[src/rtl/freq_input_pkg.sv]
// Shared defaults and helpers for the frequency input conditioner.
// Imported by the per-channel conditioner and the top-level wrapper.
package freq_input_pkg;

   localparam int SYNC_STAGES_DEF    = 2;
   localparam int FILTER_LEN_DEF     = 3;
   localparam int TIMEOUT_CYCLES_DEF = 65535;

   // Bits needed to hold a counter value from 0 up to and including max_val.
   function automatic int cnt_width(input int max_val);
      if (max_val < 1) return 1;
      return $clog2(max_val + 1);
   endfunction

endpackage

[src/rtl/freq_input_channel.sv]
// One conditioned frequency input: synchronizer, deglitch filter,
// rising-edge pulse and loss-of-signal flag.
module freq_input_channel
   import freq_input_pkg::*;
#(
   parameter int SYNC_STAGES    = SYNC_STAGES_DEF,
   parameter int FILTER_LEN     = FILTER_LEN_DEF,
   parameter int TIMEOUT_CYCLES = TIMEOUT_CYCLES_DEF
) (
   input  logic clk_i,
   input  logic rst_i,
   input  logic enable_i,
   input  logic f_in,
   output logic f_out,
   output logic rise_o,
   output logic lost_o
);

   localparam int FCW = cnt_width(FILTER_LEN);
   localparam int TCW = cnt_width(TIMEOUT_CYCLES);
   localparam logic [FCW-1:0] F_LAST = FCW'(FILTER_LEN - 1);
   localparam logic [TCW-1:0] T_MAX  = TCW'(TIMEOUT_CYCLES);

   if (SYNC_STAGES < 2 || SYNC_STAGES > 4) begin : g_bad_sync
      $error("freq_input_channel: SYNC_STAGES must be within 2..4");
   end
   if (FILTER_LEN < 1 || FILTER_LEN > 15) begin : g_bad_filter
      $error("freq_input_channel: FILTER_LEN must be within 1..15");
   end
   if (TIMEOUT_CYCLES < 2) begin : g_bad_timeout
      $error("freq_input_channel: TIMEOUT_CYCLES must be at least 2");
   end

   logic [SYNC_STAGES-1:0] sync_q;
   logic [FCW-1:0]         fcnt_q;
   logic [TCW-1:0]         tcnt_q;
   logic                   f_out_q;
   logic                   rise_q;

   logic sync;
   logic disagree;
   logic commit;
   logic rise_next;

   assign sync      = sync_q[SYNC_STAGES-1];
   assign disagree  = (sync != f_out_q);
   assign commit    = disagree && (fcnt_q == F_LAST);
   assign rise_next = commit && sync;

   // Plain flop chain; keeps sampling even while the channel is disabled.
   always_ff @(posedge clk_i or negedge rst_i) begin
      if (!rst_i) begin
         sync_q <= '0;
      end else begin
         sync_q <= {sync_q[SYNC_STAGES-2:0], f_in};
      end
   end

   always_ff @(posedge clk_i or negedge rst_i) begin
      if (!rst_i) begin
         fcnt_q  <= '0;
         f_out_q <= 1'b0;
         rise_q  <= 1'b0;
      end else if (!enable_i) begin
         fcnt_q  <= '0;
         f_out_q <= 1'b0;
         rise_q  <= 1'b0;
      end else begin
         rise_q <= rise_next;
         if (!disagree) begin
            fcnt_q <= '0;
         end else if (commit) begin
            f_out_q <= sync;
            fcnt_q  <= '0;
         end else begin
            fcnt_q <= fcnt_q + 1'b1;
         end
      end
   end

   // A rise restarts the timeout on the same edge, so it wins over saturation.
   always_ff @(posedge clk_i or negedge rst_i) begin
      if (!rst_i) begin
         tcnt_q <= '0;
      end else if (!enable_i) begin
         tcnt_q <= '0;
      end else if (rise_next) begin
         tcnt_q <= '0;
      end else if (tcnt_q != T_MAX) begin
         tcnt_q <= tcnt_q + 1'b1;
      end
   end

   assign f_out  = f_out_q;
   assign rise_o = rise_q;
   assign lost_o = (tcnt_q == T_MAX);

endmodule

[src/rtl/freq_input_conditioner.sv]
// Conditions the raw frequency inputs ahead of the freqmeters F_in bus;
// every channel is an independent freq_input_channel.
module freq_input_conditioner
   import freq_input_pkg::*;
#(
   parameter int INPUTS_COUNT   = 24,
   parameter int SYNC_STAGES    = SYNC_STAGES_DEF,
   parameter int FILTER_LEN     = FILTER_LEN_DEF,
   parameter int TIMEOUT_CYCLES = TIMEOUT_CYCLES_DEF
) (
   input  logic                    clk_i,
   input  logic                    rst_i,
   input  logic [INPUTS_COUNT-1:0] enable_i,
   input  logic [INPUTS_COUNT-1:0] F_in,
   output logic [INPUTS_COUNT-1:0] F_out,
   output logic [INPUTS_COUNT-1:0] rise_o,
   output logic [INPUTS_COUNT-1:0] lost_o
);

   for (genvar c = 0; c < INPUTS_COUNT; c++) begin : g_ch
      freq_input_channel #(
         .SYNC_STAGES    (SYNC_STAGES),
         .FILTER_LEN     (FILTER_LEN),
         .TIMEOUT_CYCLES (TIMEOUT_CYCLES)
      ) u_ch (
         .clk_i    (clk_i),
         .rst_i    (rst_i),
         .enable_i (enable_i[c]),
         .f_in     (F_in[c]),
         .f_out    (F_out[c]),
         .rise_o   (rise_o[c]),
         .lost_o   (lost_o[c])
      );
   end

endmodule
[config.mk]
export PLATFORM = sky130hd
export DESIGN_NAME = freq_input_conditioner
export DESIGN_NICKNAME = d
export VERILOG_FILES = /design/src/rtl/freq_input_pkg.sv /design/src/rtl/freq_input_channel.sv /design/src/rtl/freq_input_conditioner.sv
export SDC_FILE = /design/constraint.sdc
export NUM_CORES = 1
export LEC_CHECK = 0
export CAP_MARGIN = 20
export CORE_ASPECT_RATIO = 0.5
export CORE_MARGIN = 2
export CORE_UTILIZATION = 40
export DETAILED_ROUTE_END_ITERATION = 10
export SLEW_MARGIN = 20
export SYNTH_ARGS = -nofsm -noshare
export SYNTH_HDL_FRONTEND = slang
export SYNTH_HIERARCHICAL = 1
export SYNTH_SLANG_ARGS = --single-unit
export TNS_END_PERCENT = 10
[constraint.sdc]
create_clock -name clk_i -period 2.3 [get_ports clk_i]
set_clock_uncertainty 0.05 [all_clocks]
set_input_delay 0.46 -clock clk_i [delete_from_list [all_inputs] [get_ports clk_i]]
set_output_delay 0.46 -clock clk_i [all_outputs]
set_load 0.05 [all_outputs]
==> results.json <==
{
  "first_pass_iters": 5,
  "hold_path_class": "input pin to flip-flop",
  "syn_to_final_growth_pct": 21.3,
  "track_usage_pct": 15.5,
  "place_congestion": 0.785,
  "hold_viol": 0,
  "synth_cell_types": 49,
  "overflow": 0,
  "cts_buffer_depth": 3,
  "max-vdd-ir-drop_mv": 0.413,
  "yosysMostFrequentCell": "dfrtp_1",
  "drive_gt1_share_pct": 20.5,
  "final-setup-viol-count": 20,
  "clkTransAtPathRegs_ns": 0.06,
  "via_per_inst": 5.50,
  "synth_nets": 2642,
  "ys_ff_latch": 528,
  "grt_pass1_vias": 19900,
  "cts_buffers": 52,
  "fin_area_sq_mm": 0.0327,
  "yosysSeqAreaShare_pct": 49.0,
  "post_drt_wl_per_cell_um": 14.4,
  "fin_crit_ns": 2.38,
  "h-tree-depth": 2,
  "grt_max_degree": 58,
  "seq_power_share_pct": 49.5,
  "synth.area.top_cells": "dfrtp_1, nor2_1, nand4_2",
  "holdWs_ns": 0.249,
  "dp_hpwl_um": 34800,
  "synth_area_leader_cell": "dfrtp_1",
  "die_area_sq_mm": 0.0696,
  "p_sw_uw": 4520,
  "antenna_found_initial": 0,
  "initial_core_util_pct": 40.3,
  "crit_arrival_ns": 1.87,
  "synth_cells": 2568,
  "required_ns": 1.79,
  "clock_power_share_pct": 45.3,
  "leakage_uw": 0.0139,
  "clock-sinks": 528,
  "ant_nets": 0,
  "drc_errors": 0,
  "fill_cells": 5964,
  "finalCritPeriodShare_pct": 103,
  "yosysWarnings": 6,
  "intPower_uw": 15100,
  "clock_latency_ns": 0.60,
  "grt_pass1_wl_um": 94600,
  "path_max_fanout": 8,
  "drt_wl_total_um": 53300,
  "fmax_mhz": 421,
  "cts_tree": "done",
  "syn_area_per_cell_sq_um": 10.5,
  "multiInputGateArea_sq_mm": 0.0141,
  "place_ws_ns": 0.337,
  "violations": "setup timing",
  "die_x_um": 371,
  "tightest_slew_ns": 0.713,
  "status": "finished, violations left",
  "ios": 122,
  "cp-start-kind": "flip-flop",
  "powerDensity_mw_per_mm2": 601,
  "setup_slack_ns": -0.0781,
  "first_iter_violations": 1265,
  "vias": 20400,
  "crit_type": "flip-flop to output port",
  "finalPower_uw": 19600,
  "synth_top_area_share_pct": 49.0,
  "cp_slowest_cell": "dfrtp_1",
  "die_height_um": 188,
  "relSlewSlack_pct": 52.5,
  "fin_nets": 2844,
  "netlist_area_sq_mm": 0.0269,
  "num_rows": 67,
  "max_cap_viol_count": 0,
  "drv_slew": 0,
  "cp-end-kind": "output port",
  "port_buffers": 121,
  "synth_flop_cell": "dfrtp_1",
  "synth_edf_count": 0,
  "async_reset_ff_share_pct": 100,
  "cp_slowest_stage_delay_ns": 0.43,
  "combPwrFrac_pct": 5.2,
  "post_dp_cell_area_sq_mm": 0.0296,
  "rsz0062_at_grt": "yes",
  "swShare_pct": 23.0,
  "final-seq-area_sq_mm": 0.0133,
  "root_buffer": "clkbuf_16",
  "cp_cell_sequence": "ha_4 -> nand4_4 -> nor4_4 -> buf_4 -> buf_12",
  "diodes": 0,
  "synthTopCellsByCount": "dfrtp_1, nor2_1, a21oi_1",
  "coreArea_sq_mm": 0.0668
}
## metrics by stage
stage,instances,TNS [ns],util (%)
floorplan,2568,0,-
global placement,3571,0,44.2
detailed placement,3571,0,44.2
CTS,3699,-1.88,48.5
global route,3706,-3.68,48.9
finish,3706,-0.761,48.9
## worst paths after layout
kind / from / end / slack, ns / cells past startpoint
setup / recovery: g_ch[3].u_ch/tcnt_q[0]$_DFFE_PN0P_ / lost_o[3] / -0.08 / 5
hold / removal: F_in[23] / g_ch[23].u_ch/sync_q[0]$_DFF_PN0_ / 0.25 / 1
setup reg to reg: g_ch[11].u_ch/tcnt_q[0]$_DFFE_PN0P_ / g_ch[11].u_ch/tcnt_q[7]$_DFFE_PN0P_ / 0.37 / 8
hold reg to reg: g_ch[8].u_ch/sync_q[0]$_DFF_PN0_ / g_ch[8].u_ch/sync_q[1]$_DFF_PN0_ / 0.30 / 0
max in group asynchronous: rst_i / g_ch[9].u_ch/tcnt_q[12]$_DFFE_PN0P_ / 1.12 / 3
min in group asynchronous: rst_i / g_ch[13].u_ch/tcnt_q[1]$_DFFE_PN0P_ / 0.37 / 2
## layout make-up
| type | count | area share, % |
|---|---|---|
| well taps | 897 | 3.43 |
| clock inverters | 22 | 0.781 |
| clock buffers | 71 | 4.66 |
| flip-flops and latches | 528 | 40.7 |
| multi-input cells | 1943 | 43.1 |
| inverters | 25 | 0.287 |
| repair buffers | 220 | 7.03 |
## flip-flops by register name (all words and copies together) (netlist names)
register          count
g_ch.u_ch/rise_o     24
g_ch.u_ch/sync_q     48
g_ch.u_ch/tcnt_q    384
g_ch.u_ch/fcnt_q     48
g_ch.u_ch/f_out      24
## critical path, delay by kind of cell, from the launching register on
family	cells	cell delay, ns
simple gates	2	0.35
flops	1	0.43
buf+inv	2	0.31
fa+ha+maj	1	0.19
## what timing repair did
action | in CTS | in global routing
pin swaps | 25 | 7
gates resized for setup | 170 | 58
setup endpoints to repair | 49 | 30
hold buffers | 1 | 0
setup buffers | 34 | 7
endpoints found under the hold margin | 36 | 0
## cell families (layout without fill, tap and decap cells)
logic type,Yosys count,count (layout),share of synthesized area (%)
AO/OA/AOI/OAI,460,460,10.7
flip-flops,528,528,49.0
adder cells (fa/ha/maj),24,24,1.11
multiplexers,49,49,1.82
AND/OR/NAND/NOR,1339,1339,32.8
XOR/XNOR,71,71,2.31
buffers and inverters,97,338,2.22
## placed cells by master, fill, tap and decap left out, types with 63 or more instances in the layout
cell type and instances:
dfrtp_1 465, and3_1 70, o21ai_0 75, buf_4 89
nor2b_1 72, nor3_2 69, nor2_1 234, a21oi_1 170
dfrtp_2 63, clkdlybuf4s50_1 65, nand2_1 123, nor3_1 118
## power by group through the flow
stage	combinational (uW)	clock (uW)	sequential (uW)
final	1020	8890	9720
after global routing	1170	9670	9740
after CTS	1050	9280	9710
after detailed placement	975	0	9840
after global placement	949	0	9820
after floorplan	472	0	9840
## layer usage
metal | track usage (%) | wire length, um | vias up
met5 | 0 | 0 | -
met4 | 3.36 | 869 | 0
met3 | 2.61 | 1560 | 70
met2 | 25.9 | 25500 | 169
met1 | 21.2 | 25400 | 9954
li1 | - | - | 10200
Note: power is estimated with default switching activity, not from simulation.
